===== src/rtl/ncl_dr_pipeline.sv =====
// Clocked dual-rail NCL pipeline model: DEPTH stages of WIDTH-bit TH22 rail
// registers, each with completion detection feeding the upstream enable.
// One clock edge stands for one gate delay.
module ncl_dr_pipeline #(
   parameter int unsigned WIDTH = 8,
   parameter int unsigned DEPTH = 4,
   parameter int unsigned CNT_W = 16
) (
   input  logic             clk,
   input  logic             init,
   input  logic [WIDTH-1:0] in_t,
   input  logic [WIDTH-1:0] in_f,
   output logic             in_ack,
   output logic [WIDTH-1:0] out_t,
   output logic [WIDTH-1:0] out_f,
   input  logic             out_ack,
   output logic             illegal,
   output logic [CNT_W-1:0] data_count
);

   localparam int unsigned STG_W = DEPTH * WIDTH;

   logic [DEPTH-1:0][WIDTH-1:0] t_q, t_d, f_q, f_d;
   logic [DEPTH-1:0][WIDTH-1:0] src_t_c, src_f_c;
   logic [DEPTH-1:0]            ack_q, ack_d, en_c;
   logic [WIDTH-1:0]            bad_c, in_t_m_c, in_f_m_c;
   logic                        illegal_q, illegal_d;
   logic [CNT_W-1:0]            cnt_q, cnt_d;

   // Mask bits with both input rails high so they look like NULL at stage 0.
   always_comb begin
      bad_c    = in_t & in_f;
      in_t_m_c = in_t & ~bad_c;
      in_f_m_c = in_f & ~bad_c;
   end

   // Stage k sources from stage k-1 (stage 0 from the masked inputs); its
   // enable is the inverted completion of the stage after it.
   always_comb begin
      src_t_c = STG_W'({t_q, in_t_m_c});
      src_f_c = STG_W'({f_q, in_f_m_c});
      en_c    = ~DEPTH'({out_ack, ack_q} >> 1);
   end

   // TH22 rail update with hysteresis and per-stage completion detection.
   always_comb begin
      t_d   = t_q;
      f_d   = f_q;
      ack_d = ack_q;
      for (int k = 0; k < DEPTH; k++) begin
         // en=1: rails can only rise; en=0: rails can only fall.
         if (en_c[k]) begin
            t_d[k] = t_q[k] | src_t_c[k];
            f_d[k] = f_q[k] | src_f_c[k];
         end else begin
            t_d[k] = t_q[k] & src_t_c[k];
            f_d[k] = f_q[k] & src_f_c[k];
         end
         // Completion reads the registered rails, so it lags them one edge.
         if (&(t_q[k] ^ f_q[k])) begin
            ack_d[k] = 1'b1;
         end else if (~|(t_q[k] | f_q[k])) begin
            ack_d[k] = 1'b0;
         end
      end
   end

   // Sticky illegal flag and delivered-DATA counter on last-stage ack rise.
   always_comb begin
      illegal_d = illegal_q | (|bad_c);
      cnt_d     = cnt_q;
      if (ack_d[DEPTH-1] && !ack_q[DEPTH-1]) begin
         cnt_d = cnt_q + CNT_W'(1);
      end
   end

   // State registers; init discards everything in flight.
   always_ff @(posedge clk) begin
      if (init) begin
         t_q       <= '0;
         f_q       <= '0;
         ack_q     <= '0;
         illegal_q <= 1'b0;
         cnt_q     <= '0;
      end else begin
         t_q       <= t_d;
         f_q       <= f_d;
         ack_q     <= ack_d;
         illegal_q <= illegal_d;
         cnt_q     <= cnt_d;
      end
   end

   assign in_ack     = ack_q[0];
   assign out_t      = t_q[DEPTH-1];
   assign out_f      = f_q[DEPTH-1];
   assign illegal    = illegal_q;
   assign data_count = cnt_q;

endmodule


===== config.mk =====
export PLATFORM = sky130hd
export DESIGN_NAME = ncl_dr_pipeline
export DESIGN_NICKNAME = d
export VERILOG_FILES = /design/src/rtl/ncl_dr_pipeline.sv
export SDC_FILE = /design/constraint.sdc
export NUM_CORES = 1
export LEC_CHECK = 0
export CAP_MARGIN = 20
export CORE_UTILIZATION = 59
export DETAILED_ROUTE_END_ITERATION = 16
export GPL_TIMING_DRIVEN = 0
export HOLD_SLACK_MARGIN = 0.06
export PLACE_DENSITY = 0.84
export SLEW_MARGIN = 0
export SYNTH_ARGS = -nofsm -noshare
export SYNTH_HDL_FRONTEND = slang
export SYNTH_SLANG_ARGS = --single-unit

===== constraint.sdc =====
create_clock -name clk -period 3.7 [get_ports clk]
set_clock_uncertainty 0.1 [all_clocks]
set_input_delay 0.555 -clock clk [delete_from_list [all_inputs] [get_ports clk]]
set_output_delay 0.555 -clock clk [all_outputs]
set_load 0.005 [all_outputs]

=== Word level (Yosys, flattened, before mapping) ===
Index checks and enable logic that the tools add are counted.

* Multiplexer cells: 16
* $mul: 0
* Add/sub/neg operators: 1
* Equal/unequal tests: 3
* Shift operators: 0
* Bitwise gates (word level): 30
* Div/mod/pow operators: 0
* Magnitude comparators: 0
* Reductions and logical operators: 11

{| class="wikitable"
|+ Operators by type and width
! kind !! number
|-
| $or 8x8->8 || 12
|-
| $and 8x8->8 || 11
|-
| $mux 8 || 8
|-
| $reduce_or 8->1 || 5
|-
| $reduce_and 8->1 || 4
|-
| $xor 8x8->8 || 4
|-
| $add 16x1->16 const B || 1
|-
| $mux 1 || 8
|-
| $not 8->8 || 1
|-
| $ne 2x2->1 const B || 3
|-
| $not 4->4 || 1
|-
| $logic_and 1x1->1 || 1
|-
| $logic_not 1->1 || 1
|-
| $or 1x1->1 || 1
|}

* Memories kept: 0
* Bits in latches: 0
* Bits in read-only memories: 0
* Input port bits: 19
* Word-level logic and storage cells: 75
* RAM bits: 0
* Bits in registers: 85

=== Longest topological paths before layout ===
* Word-level depth: 5
* Mapped depth: 7

=== Worst setup path after synthesis ===
Ideal clock, no wire load.

* Path type: register to register
* Start: register t_q, in the netlist out_t[3]
* End: register cnt_q[15], in the netlist data_count[15]
* Period minus slack after synthesis: 2290 ps
* Required time: 3530 ps
* Data arrival time: 2120 ps
* Slack: 1410 ps
* Cell stages (with the launch flop): 8
* Buffers on the path: 1
* Path through: dfxtp_1 inv_1 ha_1 nand4_1 or4_4 buf_6 or4_1 a21oi_1

* Longest elaborated chain between the ends: 5

{| class="wikitable"
|+ Ends and longest elaborated chain
! item !! RTL line !! text
|-
| from (decl) || 23 || <nowiki>logic [DEPTH-1:0][WIDTH-1:0] t_q, t_d, f_q, f_d;</nowiki>
|-
| from (signal assigned) || 86 || <nowiki>t_q <= t_d;</nowiki>
|-
| $or 8x8->8 || 62 || <nowiki>end else if (~|(t_q[k] | f_q[k])) begin</nowiki>
|-
| $reduce_or 8->1 || 62 ||
|-
| $mux 1 || 62 ||
|-
| $mux 1 * || 60 || <nowiki>if (&(t_q[k] ^ f_q[k])) begin</nowiki>
|-
| $logic_and 1x1->1 * || 72 || <nowiki>if (ack_d[DEPTH-1] && !ack_q[DEPTH-1]) begin</nowiki>
|-
| to (signal assigned) || 90 || <nowiki>cnt_q <= cnt_d;</nowiki>
|-
| to (decl) || 28 || <nowiki>logic [CNT_W-1:0] cnt_q, cnt_d;</nowiki>
|}

Every way passes the cells marked *; elsewhere a longest branch is shown, timed or not.
A chain may end at the register's enable or synchronous reset.

=== Worst setup path in the final report ===
* Start: register f_q, in the netlist out_f[3]
* End: register cnt_q[11], in the netlist data_count[11]

* Longest elaborated chain between the ends: 5

{| class="wikitable"
|+ Ends and longest elaborated chain
! item !! RTL line !! text
|-
| from (decl) || 23 ||
|-
| from (signal assigned) || 81 || <nowiki>f_q <= '0;</nowiki>
|-
| from (signal assigned) || 87 || <nowiki>f_q <= f_d;</nowiki>
|-
| $or 8x8->8 || 62 ||
|-
| $reduce_or 8->1 || 62 ||
|-
| $mux 1 || 62 ||
|-
| $mux 1 * || 60 ||
|-
| $logic_and 1x1->1 * || 72 ||
|}

Marked as above.

==> results.md <==
- Rows: 30
- Gr ovfl total: 0
- Post-DR wirelength/cell: 14.64 um
- ANT nets after route: 0
- Crit path arrival time: between 2000 and 3000 ps
- Period utilization: between 60% and 70%
- Root buffer cell: clkbuf_8
- Status: finished, final reports clean
- First-pass GRT wire length: 15280 um
- Max_slew headroom: 55.50%
- WHS: 390.9 ps
- Hold crit path type: register to register
- Critical Path Source Type: register
- TritonCTS Buffers: 9
- Total Routing Usage GR: a little over a quarter
- Core Box Area: just under 7000 um^2
- Longest Clk Path Bufs: 2
- Initial core utilization: 60.80%
- DP Wirelength: between 6000 and 7000 um
- CP Capture Type: register
- Worst slew pin tran: 667.6 ps
- Die Span X: 85.44 um
- GPL Wtd Cong: between 0.8 and 0.9
- Area growth, synth to finish: 19.56%
- Fill cells: 511
- WL final: 9266 um
- P per Cell Area: 385.6 nW/um^2
- Clock Latency Late Sink: 350 ps
- Syn nets: 538
- H-tree Lvls: 3
- RSZ-0062 raised after global routing: no
- Vias in the first global route: 3393
- Max frequency: about 400 MHz
- DRC: 0
- Final worst path period need: 2501 ps
- CTS tree: done
- Register area share after synthesis: 41.43%
- Post-Synthesis Cell Area: 4108 um^2
- Mapped Cells: just under 500
- Max-Cap Viols: 0
- Vias: 3580
- Hold Fails Final Rpt: 0
- Worst Setup Path Type: register to register
- Post-layout nets: 600
- Tot Pwr: between 0.0015 and 0.002 W
- DR iter-0 viols: 195
- Vias per cell: between 5 and 6
- Post-CTS setup buffer count: 0
- Count of input and output buffers: between 50 and 60
- Setup TNS: 0 ps
- Synthesis Warnings: 0
- Layout Utilization: 72.69%
- Synthesized area per cell: between 8 and 9 um^2
- CP max FO: 10
- Reg clk slew, reported paths: 90 ps
- Final instance area: 4911 um^2
- Lkg Pwr: 1.830 nW
- Slew Limit Fails: 0
- I/O pins: 53
- Drt first pass iters: 5
- Die Y: 85.44 um
- Final setup viols: 0
- Number of distinct library cells after synthesis: 35
- Die Footprint: between 7000 and 8000 um^2
- Initial antenna violation count: 0
- Post-CTS Resized: 0
- Placement-stage cell area: about 4700 um^2
- CTS Hold Bufs: 0
- CP required: between 3000 and 4000 ps
- Total clock sinks: 85
- Layout cells sized above 1: 5.787%
- Antenna diodes: 0
- Largest net degree at the start of global routing: 16
- Max IR drop VDD: between 0.0002 and 0.00025 V
- Post-synthesis register bit count: 85
## cell type report
type                       instances  area, um^2  share of cell area, %
multi-input combinational        304        2004                  40.82
sequential                        85        1702                  34.65
timing repair buffer              51       510.5                  10.39
inverter                          69       259.0                  5.274
clock buffer                      11       151.4                  3.083
buffer                            28       142.6                  2.904
tap                               80       100.1                  2.038
clock inverter                     5       41.29                 0.8408
## metrics by stage
stage	setup WS (ps)	cells
2_1_floorplan	1410	486
3_3_place_gp	1248	617
3_5_place_dp	1226	617
4_1_cts	1205	633
5_1_grt	1080	633
6_report	1199	633
## sequential cells by signal, indices dropped and copies added, names as in the netlist
signal / flops
out_t: 8
out_f: 8
src_t_c: 24
illegal: 1
data_count: 16
f_q: 24
ack_q: 4
## report_power, final
| group | leakage, nW | switching (W) | internal, W | total [W] |
|---|---|---|---|---|
| clock | 0.0930 | 0.000345 | 0.000288 | 0.000633 |
| combinational | 1.04 | 0.000153 | 0.000126 | 0.000279 |
| sequential | 0.695 | 0.0000188 | 0.000963 | 0.000981 |
| total | 1.83 | 0.000517 | 0.00138 | 0.00189 |
## critical path: stages (launching register included)
cell and delay [ps]:
dfxtp_1 370, inv_1 80, ha_1 290, nand4_1 230, or4_4 560, buf_6 150, nor3_1 240, mux2_2 370
## worst paths after layout
check	from	to	slack, ps	cells after the start
setup reg to reg	out_f[3]	data_count[11]	1200	7
hold / removal	data_count[15]	data_count[15]	390	2
setup / recovery	out_f[3]	data_count[11]	1200	7
hold reg to reg	data_count[15]	data_count[15]	390	2
## placed cells by master (no fill, tap or decap), types with 8 or more instances in the layout
master	synthesis	final
dfxtp_1	85	85
a21oi_1	73	73
nor2_1	72	72
inv_1	68	68
clkdlybuf4s50_1	0	51
maj3_1	34	34
ha_1	33	33
nand4_1	17	17
nand2b_1	16	16
clkbuf_1	13	13
clkbuf_8	0	11
o21ai_0	8	8
buf_4	8	8
## synth_stat cells
library cell / count / area, um^2
dfxtp_1: 85 / 1702
a21oi_1: 73 / 365.4
nor2_1: 72 / 270.3
inv_1: 68 / 255.2
maj3_1: 34 / 340.3
ha_1: 33 / 412.9
nand4_1: 17 / 106.4
nand2b_1: 16 / 100.1
clkbuf_1: 13 / 48.80
buf_4: 8 / 60.06
o21ai_0: 8 / 40.04
buf_1: 6 / 22.52
xnor2_1: 6 / 52.55
nand2_1: 5 / 18.77
or3_1: 5 / 31.28
or4_1: 5 / 37.54
and4_1: 4 / 35.03
o31ai_1: 4 / 30.03
nand3_1: 3 / 15.01
nor3_1: 3 / 15.01
or2_2: 3 / 18.77
nand4b_1: 2 / 17.52
a221oi_1: 1 / 8.760
a222oi_1: 1 / 10.01
a22o_1: 1 / 8.760
a31oi_1: 1 / 6.260
and3_1: 1 / 6.260
buf_6: 1 / 11.26
inv_2: 1 / 3.750
mux2_2: 1 / 11.26
mux2i_1: 1 / 10.01
nand4_2: 1 / 12.51
nor2b_1: 1 / 6.260
nor4_1: 1 / 6.260
or4_4: 1 / 11.26
## metal layers
layer	wire (um)	GRT usage (%)	vias to the layer above
li1	-	-	1759
met1	4025	31.14	1673
met5	0	0	-
met3	427	5.156	26
met4	272	11.97	0
met2	4540	47.20	122
## cell families (layout without fill, tap and decap cells)
kind of cell	Yosys count	after routing	share of synthesized area, %
simple gates	140	140	17.24
xor+xnor	6	6	1.279
flops	85	85	41.43
fa+ha+maj	67	67	18.34
mux	2	2	0.5178
compound gates	89	89	11.42
buf+inv	97	164	9.778
Note: power is estimated with default switching activity, not from simulation.
